`src/rtl/wb_master_bridge_pkg.sv`:
```
// -----------------------------------------------------------------------------
// wb_master_bridge_pkg
//   Shared definitions for the Wishbone classic master bridge: FSM state
//   encodings, the all-lanes byte-select value, the default bus timeout and the
//   read data returned alongside an error response.
//   Optional feature macro used by the bridge: WB_TIMEOUT_EN.
// -----------------------------------------------------------------------------
package wb_master_bridge_pkg;

  typedef enum logic [1:0] {
    ST_IDLE = 2'b00,  // waiting for a CPU request, grant offered
    ST_BUS  = 2'b01,  // Wishbone cycle in flight, waiting for ack
    ST_RESP = 2'b10   // one-cycle completion pulse toward the CPU
  } state_e;

  localparam logic [3:0]  WB_SEL_ALL             = 4'hF;
  localparam int          DEFAULT_TIMEOUT_CYCLES = 255;
  localparam logic [31:0] WB_ERR_RDATA           = 32'h0;

endpackage

```
`src/rtl/wb_master_bridge_timeout_cnt.sv`:
```
// -----------------------------------------------------------------------------
// wb_master_bridge_timeout_cnt
//   Bus-cycle watchdog for the bridge. Only exists when WB_TIMEOUT_EN is
//   defined; the default build has no counter at all.
//   Ports:
//     clk_i      clock, rising edge
//     rst_i      synchronous active-high reset
//     clear_i    restart the count (asserted on entry into the bus phase)
//     enable_i   count one cycle spent in the bus phase
//     expired_o  LIMIT bus cycles have elapsed without completion
// -----------------------------------------------------------------------------
`ifdef WB_TIMEOUT_EN
module wb_master_bridge_timeout_cnt #(
  parameter int LIMIT = 255
) (
  input  logic clk_i,
  input  logic rst_i,
  input  logic clear_i,
  input  logic enable_i,
  output logic expired_o
);

  localparam int CW = (LIMIT < 256) ? 8 : 32;

  logic [CW-1:0] cnt_q;

  // The count starts at zero in the first bus cycle, so reaching LIMIT-1
  // means the current edge closes the LIMIT-th cycle without an ack.
  assign expired_o = (cnt_q == CW'(LIMIT - 1));

  always_ff @(posedge clk_i) begin
    if (rst_i || clear_i) begin
      cnt_q <= '0;
    end else if (enable_i && !expired_o) begin
      cnt_q <= cnt_q + CW'(1);
    end
  end

endmodule
`endif

```
`src/rtl/wb_master_bridge.sv`:
```
// -----------------------------------------------------------------------------
// wb_master_bridge
//   Wishbone classic master. Converts single-beat CPU load/store requests into
//   Wishbone cycles toward peripheral slaves. One transfer outstanding at a
//   time; all bus and response outputs are registered.
//   Optional feature: define WB_TIMEOUT_EN to abort a bus cycle that sees no
//   ack within TIMEOUT_CYCLES cycles (reported as an error).
//   Ports:
//     clk_i, rst_i            clock / synchronous active-high reset
//     cpu_req_i, cpu_gnt_o    request handshake (accept = req & gnt)
//     cpu_we_i, cpu_addr_i    direction and byte address (bits [1:0] ignored)
//     cpu_be_i, cpu_wdata_i   byte enables and write data
//     cpu_done_o              one-cycle completion pulse
//     cpu_rdata_o, cpu_err_o  response, valid with cpu_done_o, held afterwards
//     cyc_o, stb_o, adr_o, we_o, sel_o, dat_o   Wishbone master outputs
//     dat_i, ack_i                              Wishbone slave response
// -----------------------------------------------------------------------------
module wb_master_bridge
  import wb_master_bridge_pkg::*;
#(
  parameter int AW             = 32,
  parameter int TIMEOUT_CYCLES = DEFAULT_TIMEOUT_CYCLES
) (
  input  logic          clk_i,
  input  logic          rst_i,
  input  logic          cpu_req_i,
  output logic          cpu_gnt_o,
  input  logic          cpu_we_i,
  input  logic [AW-1:0] cpu_addr_i,
  input  logic [3:0]    cpu_be_i,
  input  logic [31:0]   cpu_wdata_i,
  output logic          cpu_done_o,
  output logic [31:0]   cpu_rdata_o,
  output logic          cpu_err_o,
  output logic          cyc_o,
  output logic          stb_o,
  output logic [AW-1:0] adr_o,
  output logic          we_o,
  output logic [3:0]    sel_o,
  output logic [31:0]   dat_o,
  input  logic [31:0]   dat_i,
  input  logic          ack_i
);

  state_e        state_q, state_d;
  logic          accept;
  logic          bad_be;
  logic          bus_ack;
  logic          timeout_hit;

  logic          cyc_q;
  logic          done_q;
  logic          we_q;
  logic [AW-1:0] adr_q;
  logic [3:0]    sel_q;
  logic [31:0]   dat_q;
  logic [31:0]   rdata_q;
  logic          err_q;

  assign cpu_gnt_o = (state_q == ST_IDLE) && !rst_i;
  assign accept    = cpu_req_i && cpu_gnt_o;
  assign bad_be    = (cpu_be_i == 4'h0);
  // Acks outside the bus phase are stray and must not complete anything.
  assign bus_ack   = (state_q == ST_BUS) && ack_i;

`ifdef WB_TIMEOUT_EN
  logic expired;

  wb_master_bridge_timeout_cnt #(
    .LIMIT(TIMEOUT_CYCLES)
  ) u_timeout (
    .clk_i    (clk_i),
    .rst_i    (rst_i),
    .clear_i  (accept && !bad_be),
    .enable_i (state_q == ST_BUS),
    .expired_o(expired)
  );

  // An ack on the expiry edge is a normal completion, not a timeout.
  assign timeout_hit = (state_q == ST_BUS) && expired && !ack_i;
`else
  assign timeout_hit = 1'b0;
`endif

  // The address LSBs are word-aligned away; the timeout limit only matters
  // when the watchdog is built in.
  logic unused_ok;
  assign unused_ok = ^{cpu_addr_i[1:0], (TIMEOUT_CYCLES != 0)};

  // NOTE: state_d gets its default before the case so no path leaves it
  // unassigned; otherwise synthesis infers a latch.
  always_comb begin
    state_d = state_q;
    unique case (state_q)
      ST_IDLE: if (accept) state_d = bad_be ? ST_RESP : ST_BUS;
      ST_BUS:  if (bus_ack || timeout_hit) state_d = ST_RESP;
      ST_RESP: state_d = ST_IDLE;
      default: state_d = ST_IDLE;
    endcase
  end

  // NOTE: all state here uses non-blocking assignments so every register
  // samples pre-edge values regardless of statement order.
  always_ff @(posedge clk_i) begin
    if (rst_i) begin
      state_q <= ST_IDLE;
      cyc_q   <= 1'b0;
      done_q  <= 1'b0;
      we_q    <= 1'b0;
      adr_q   <= '0;
      sel_q   <= 4'h0;
      dat_q   <= 32'h0;
      rdata_q <= 32'h0;
      err_q   <= 1'b0;
    end else begin
      state_q <= state_d;
      // Outputs are decoded from the next state so they leave a flop.
      cyc_q   <= (state_d == ST_BUS);
      done_q  <= (state_d == ST_RESP);

      if (accept) begin
        we_q  <= cpu_we_i;
        adr_q <= {cpu_addr_i[AW-1:2], 2'b00};
        sel_q <= cpu_be_i;
        dat_q <= cpu_wdata_i;
      end

      // Response registers change only when a completion is produced and
      // otherwise keep the last result for the CPU.
      if (accept && bad_be) begin
        rdata_q <= WB_ERR_RDATA;
        err_q   <= 1'b1;
      end else if (bus_ack) begin
        rdata_q <= we_q ? 32'h0 : dat_i;
        err_q   <= 1'b0;
      end else if (timeout_hit) begin
        rdata_q <= WB_ERR_RDATA;
        err_q   <= 1'b1;
      end
    end
  end

  assign cyc_o       = cyc_q;
  assign stb_o       = cyc_q;
  assign adr_o       = adr_q;
  assign we_o        = we_q;
  assign sel_o       = sel_q;
  assign dat_o       = dat_q;
  assign cpu_done_o  = done_q;
  assign cpu_rdata_o = rdata_q;
  assign cpu_err_o   = err_q;

endmodule
```
`config.mk`:
```
export PLATFORM = sky130hd
export DESIGN_NAME = wb_master_bridge
export DESIGN_NICKNAME = d
export VERILOG_FILES = /design/src/rtl/wb_master_bridge_pkg.sv /design/src/rtl/wb_master_bridge_timeout_cnt.sv /design/src/rtl/wb_master_bridge.sv
export SDC_FILE = /design/constraint.sdc
export NUM_CORES = 1
export LEC_CHECK = 0
export CAP_MARGIN = 30
export CORE_MARGIN = 4
export CORE_UTILIZATION = 38
export DETAILED_ROUTE_END_ITERATION = 8
export GPL_TIMING_DRIVEN = 1
export PLACE_DENSITY = 0.82
export SETUP_SLACK_MARGIN = 0.3
export SLEW_MARGIN = 0
export SYNTH_ARGS = -nofsm -noshare
export SYNTH_HDL_FRONTEND = slang
export SYNTH_SLANG_ARGS = --single-unit
```
`constraint.sdc`:
```
create_clock -name clk_i -period 1.8 [get_ports clk_i]
set_input_delay 0.36 -clock clk_i [delete_from_list [all_inputs] [get_ports clk_i]]
set_output_delay 0.36 -clock clk_i [all_outputs]
set_load 0.02 [all_outputs]
```
==> results.cfg, run 1 <==
[worst_hold_path]
hp-class = flop to flop

[sta]
slew_violations = 0
min_period_ns = 1.47
setup_viol = 0
fin_worst_skew_ns = 0.0140
clock.fmax_ghz = 0.682
period_share = 0.815
rsz0062_at_grt = true
hold_viol_final = 0

[routing]
drc = 0
antenna_left = 0
drt_pass1_iterations = 4
drtIter0Drc = 209
drt-vias-per-instance = 4.88
num_vias = 3879
wl_um = 12300
wl_per_cell_um = 15.5

[finish]
num_antenna_cells = 0
num-fill-cells = 829
areaGrowthSynthToFinish_pct = 67.2
fin_util = 0.663
fin_nets = 766
drive_gt1_frac = 0.0841

[clock_tree]
cts_made_buffers = 9
clk_path_buf_depth = 2
cts.sink_count = 104
cts_tree = built
clkTransAtPathRegs_ns = 0.10
ctsHoldBuffers = 0
cts-root-buf = clkbuf_8
clk_latency_ns = 0.35
h-tree-depth = 3

[grt]
antenna_found_initial = 0
grt_pass1_wl_um = 18400
grt_start_max_net_pins = 39
grt_pass1_vias = 3790
grt_overflow = 0
grt_usage = 0.199

[power_and_ir_drop]
p_seq_frac = 0.535
ir_drop_v = 0.000400
switching_share = 0.269
p_leak_nw = 2.67
clkPwrFrac = 0.281
total_power_mw = 4.56
power.switching_mw = 1.23
cellPowerDensity_nw_per_um2 = 734
internal_power_mw = 3.33
p_comb_frac = 0.184

[floorplanning]
coreArea_um2 = 9370
die_w_um = 107
rows = 35
die_y_um = 107
start_util = 0.396
die_area_um2 = 11400
pin_count = 211

[flow_run]
maxCapViolCount = 0

[synthesis]
synth_top_area_cell = dfxtp_1
synth_most_common_cell = nand2_1
synth_edf_count = 0
netlist_area_um2 = 3710
synthTopCellsByArea = dfxtp_1 56%, nand2_1 17%, a21oi_1 14%, nand3b_1 6.7%, clkbuf_1 2.9%
ys_seq_area_frac = 0.560
ys_ff_latch = 104
synth-main-ff-cell = dfxtp_1
syn_avg_cell_area_um2 = 8.13
yosysTopAreaCellShare = 0.560
yosys-top-cells-count = 168 x nand2_1, 104 x dfxtp_1, 102 x a21oi_1
yosys.cell_types.count = 17
syn_inst = 457
yosysWarningCount = 0
ys_async_sr_fraction = 0

[critical_path]
crit_path_max_fanout = 8
arrival_ns = 1.71
crit_required_ns = 2.04
critPathCaptureType = flop
start_kind = primary input
path_class = primary input to flop

[place]
portBuffers = 206
dpl.hpwl_um = 8710
gp_congestion = 0.716

[status]
outcome = completed
logic make-up after synthesis:
group / share of synthesized area
AO/OA/AOI/OAI: 0.142
buffers and inverters: 0.0458
flip-flops: 0.560
other: 0.00101
AND/OR/NAND/NOR: 0.251
routing by layer:
metal | GRT usage | vias up | wire length [µm]
met4 | 0.0758 | 0 | 339
met2 | 0.360 | 139 | 6220
met3 | 0.0421 | 26 | 738
met5 | 0 | - | 0
met1 | 0.230 | 1822 | 5010
li1 | - | 1892 | -
flip-flops by register name, indices dropped and copies added, names as in the netlist:
name / flops
state_q: 2
cpu_rdata_o: 32
sel_o: 4
adr_o: 30
dat_o: 32
we_o: 1
cpu_err_o: 1
cpu_done_o: 1
cyc_o: 1
power by group through the flow:
stage	logic, mW	clock network (mW)	registers, mW
floorplan	0.236	0	2.61
global placement	0.846	0	2.49
detailed placement	0.864	0	2.50
CTS	0.807	1.31	2.44
global route	0.895	1.41	2.45
finish	0.840	1.28	2.44
final cells by class:
class | count | area (µm²) | area share
clock buffers | 12 | 135 | 0.0218
clock inverters | 4 | 31.3 | 0.00504
inverters | 1 | 3.75 | 0.000604
multi-input cells | 314 | 1550 | 0.249
flip-flops and latches | 104 | 2090 | 0.336
well taps | 129 | 161 | 0.0260
repair buffers | 231 | 2250 | 0.362
final timing paths:
path | from | to | slack [ns] | cells after the start
setup / recovery | cpu_be_i[3] | cpu_rdata_o[8] | 0.33 | 6
hold reg to reg | cpu_rdata_o[10] | cpu_rdata_o[10] | 0.45 | 2
hold / removal | cpu_rdata_o[10] | cpu_rdata_o[10] | 0.45 | 2
setup reg to reg | state_q[0] | cpu_rdata_o[8] | 0.34 | 6
cells in the final DEF (no fill, tap or decap), drive strengths merged, types with 2 or more instances in the layout:
cell type and count:
buf 25, a21oi 102, clkbuf 14, clkdlybuf4s50 100
clkinvlp 3, conb 2, nor2 2, dlygate4sd2 103
dfxtp 104, nand2 168, nand3b 33
what timing repair did:
| item | CTS | global route |
|---|---|---|
| gates resized for setup | 106 | 27 |
| setup buffers | 1 | 1 |
| setup endpoints to repair | 188 | 80 |
| pin swaps | 1 | 3 |
| gates cloned | 0 | 3 |
critical path: stages:
cell	delay, ns
clkdlybuf4s50_1	0.42
nor4_1	0.34
buf_4	0.20
a21o_4	0.18
clkbuf_16	0.17
a21oi_1	0.04
through the flow:
stage               hold WS (ns)  area, µm²  setup WS [ns]  cells  setup TNS, ns
finish                     0.451       6210          0.334    795              0
global route               0.471       6210          0.268    795              0
CTS                        0.454       6060          0.119    791              0
detailed placement         0.443       6000         -0.304    774         -18.75
global placement           0.438       6000         -0.271    774         -18.33
floorplan                  0.496       3730          0.301    458              0
Note: power is estimated with default switching activity, not from simulation.
==> run 2, diff against run 1 <==
clock period = 1.55 ns   (was 1.8 ns; I/O delays follow)
==> run 2 against run 1 <==
Core utilization fell by 0.80 points. Clock power is 35% higher. Worst hold slack barely moved. Sequential power grew 16%.
==> results.cfg, run 2 (synthesis gave the netlist of run 1 again) <==
[clock_tree]
ctsHoldBuffers = 0
clkTransAtPathRegs_ns = 0.10
clk_latency_ns = 0.35
clk_path_buf_depth = 2
cts_made_buffers = 9
cts.sink_count = 104
cts_tree = built
h-tree-depth = 3
cts-root-buf = clkbuf_8

[place]
dp_slack_ns = -0.486
portBuffers = 206
dpl.hpwl_um = 8460
gp_congestion = 0.735
placed_area_um2 = 6000

[routing]
wl_per_cell_um = 15.9
drt-vias-per-instance = 4.88
drtIter0Drc = 169
antenna_left = 0
drt_pass1_iterations = 4
drc = 0
wl_um = 12900
num_vias = 3935

[sta]
min_period_ns = 1.51
fin_worst_skew_ns = 0.00735
slew_violations = 0
rsz0062_at_grt = true
clock.fmax_ghz = 0.664
hold_viol_final = 0
hold_ws_ns = 0.451
setup_viol = 0
setup_slack_ns = 0.0448
period_share = 0.971

[power_and_ir_drop]
ir_drop_v = 0.000624
switching_share = 0.268
internal_power_mw = 4.10
p_comb_frac = 0.186
clkPwrFrac = 0.309
p_leak_nw = 2.57
total_power_mw = 5.61
p_seq_frac = 0.505
cellPowerDensity_nw_per_um2 = 914
power.switching_mw = 1.50

[floorplanning]
coreArea_um2 = 9370
die_y_um = 107
die_area_um2 = 11400
die_w_um = 107
start_util = 0.396
pin_count = 211
rows = 35

[status]
outcome = completed

[finish]
drive_gt1_frac = 0.286
num-fill-cells = 811
fin_util = 0.655
final_cell_mix = 163 x nand2_1, 104 x buf_2, 102 x dfxtp_1, 100 x clkdlybuf4s50_1, 78 x a21oi_1
num_antenna_cells = 0
areaGrowthSynthToFinish_pct = 65.2
fin_nets = 778
mostFrequentLayoutCell = nand2_1
final_area_um2 = 6140

[critical_path]
start_kind = flop
cp_slowest_cell = dfxtp_2
path_cells = buf_6 > nor4b_4 > buf_4 > a21o_4 > clkbuf_16 > a21oi_1
critPathCaptureType = flop
crit_required_ns = 1.81
crit_path_max_fanout = 8
critical_path.max_stage_delay_ns = 0.35
arrival_ns = 1.77
path_class = flop to flop

[grt]
grt_overflow = 0
antenna_found_initial = 0
grt_usage = 0.198
grt_pass1_wl_um = 18400
grt_start_max_net_pins = 42
grt_pass1_vias = 3761

[flow_run]
maxCapViolCount = 0

[worst_hold_path]
hp-class = flop to flop
==> run 2: cell count changes in the layout (fill, tap and decap cells not counted), moves of 2 or more <==
| cell | delta |
|---|---|
| a21oi_1 | -12 |
| a21oi_2 | +13 |
| buf_2 | +103 |
| buf_4 | +3 |
| buf_6 | +4 |
| clkbuf_1 | -3 |
| clkbuf_16 | +5 |
| dfxtp_2 | +2 |
| dlygate4sd2_1 | -103 |
| nand2_1 | -5 |
| nand2_4 | +4 |
==> run 2: through the flow <==
| step | setup TNS, ns | instances |
|---|---|---|
| after floorplan | 0 | 458 |
| after global placement | -34.11 | 774 |
| after detailed placement | -38.16 | 774 |
| after CTS | 0 | 794 |
| after global routing | -0.00882 | 807 |
| final | 0 | 807 |
==> run 2: path summary, 6_finish.rpt <==
check | startpoint | end | slack (ns) | depth (start not counted)
hold / removal | dat_o[7] | dat_o[7] | 0.45 | 2
setup reg to reg | state_q[0] | cpu_rdata_o[26] | 0.04 | 6
setup / recovery | state_q[0] | cpu_rdata_o[26] | 0.04 | 6
hold reg to reg | dat_o[7] | dat_o[7] | 0.45 | 2
==> run 2: cell type report <==
type | instances | area, µm² | area share
flip-flops and latches | 104 | 2080 | 0.340
repair buffers | 243 | 2050 | 0.335
multi-input cells | 314 | 1630 | 0.265
well taps | 129 | 161 | 0.0263
clock buffers | 10 | 138 | 0.0224
clock inverters | 6 | 67.6 | 0.0110
inverters | 1 | 3.75 | 0.000612
==> run 2: power groups by stage <==
stage | registers, mW | clock network [mW] | logic [mW]
2_1_floorplan | 3.03 | 0 | 0.283
3_5_place_dp | 2.90 | 0 | 0.997
4_1_cts | 2.83 | 1.77 | 0.913
3_3_place_gp | 2.89 | 0 | 0.980
6_report | 2.83 | 1.73 | 1.04
5_1_grt | 2.85 | 1.88 | 1.11
==> run 2: critical path: cells and delay by family (launching register included) <==
kind / cells / cell delay [ns]
compound gates: 2 / 0.22
buf+inv: 3 / 0.49
flops: 1 / 0.35
simple gates: 1 / 0.35
==> run 2: routing by layer <==
metal / global-route usage / share of wire
met1: 0.234 / 0.40
met2: 0.340 / 0.49
met3: 0.0500 / 0.074
met4: 0.0840 / 0.027
met5: 0 / 0
==> run 2: what timing repair did <==
action / CTS / global route
gates cloned: 0 / 11
hold endpoints to repair: 0 / 0
pin swaps: 1 / 14
setup endpoints to repair: 206 / 105
gates resized for setup: 420 / 44
setup buffers: 4 / 2
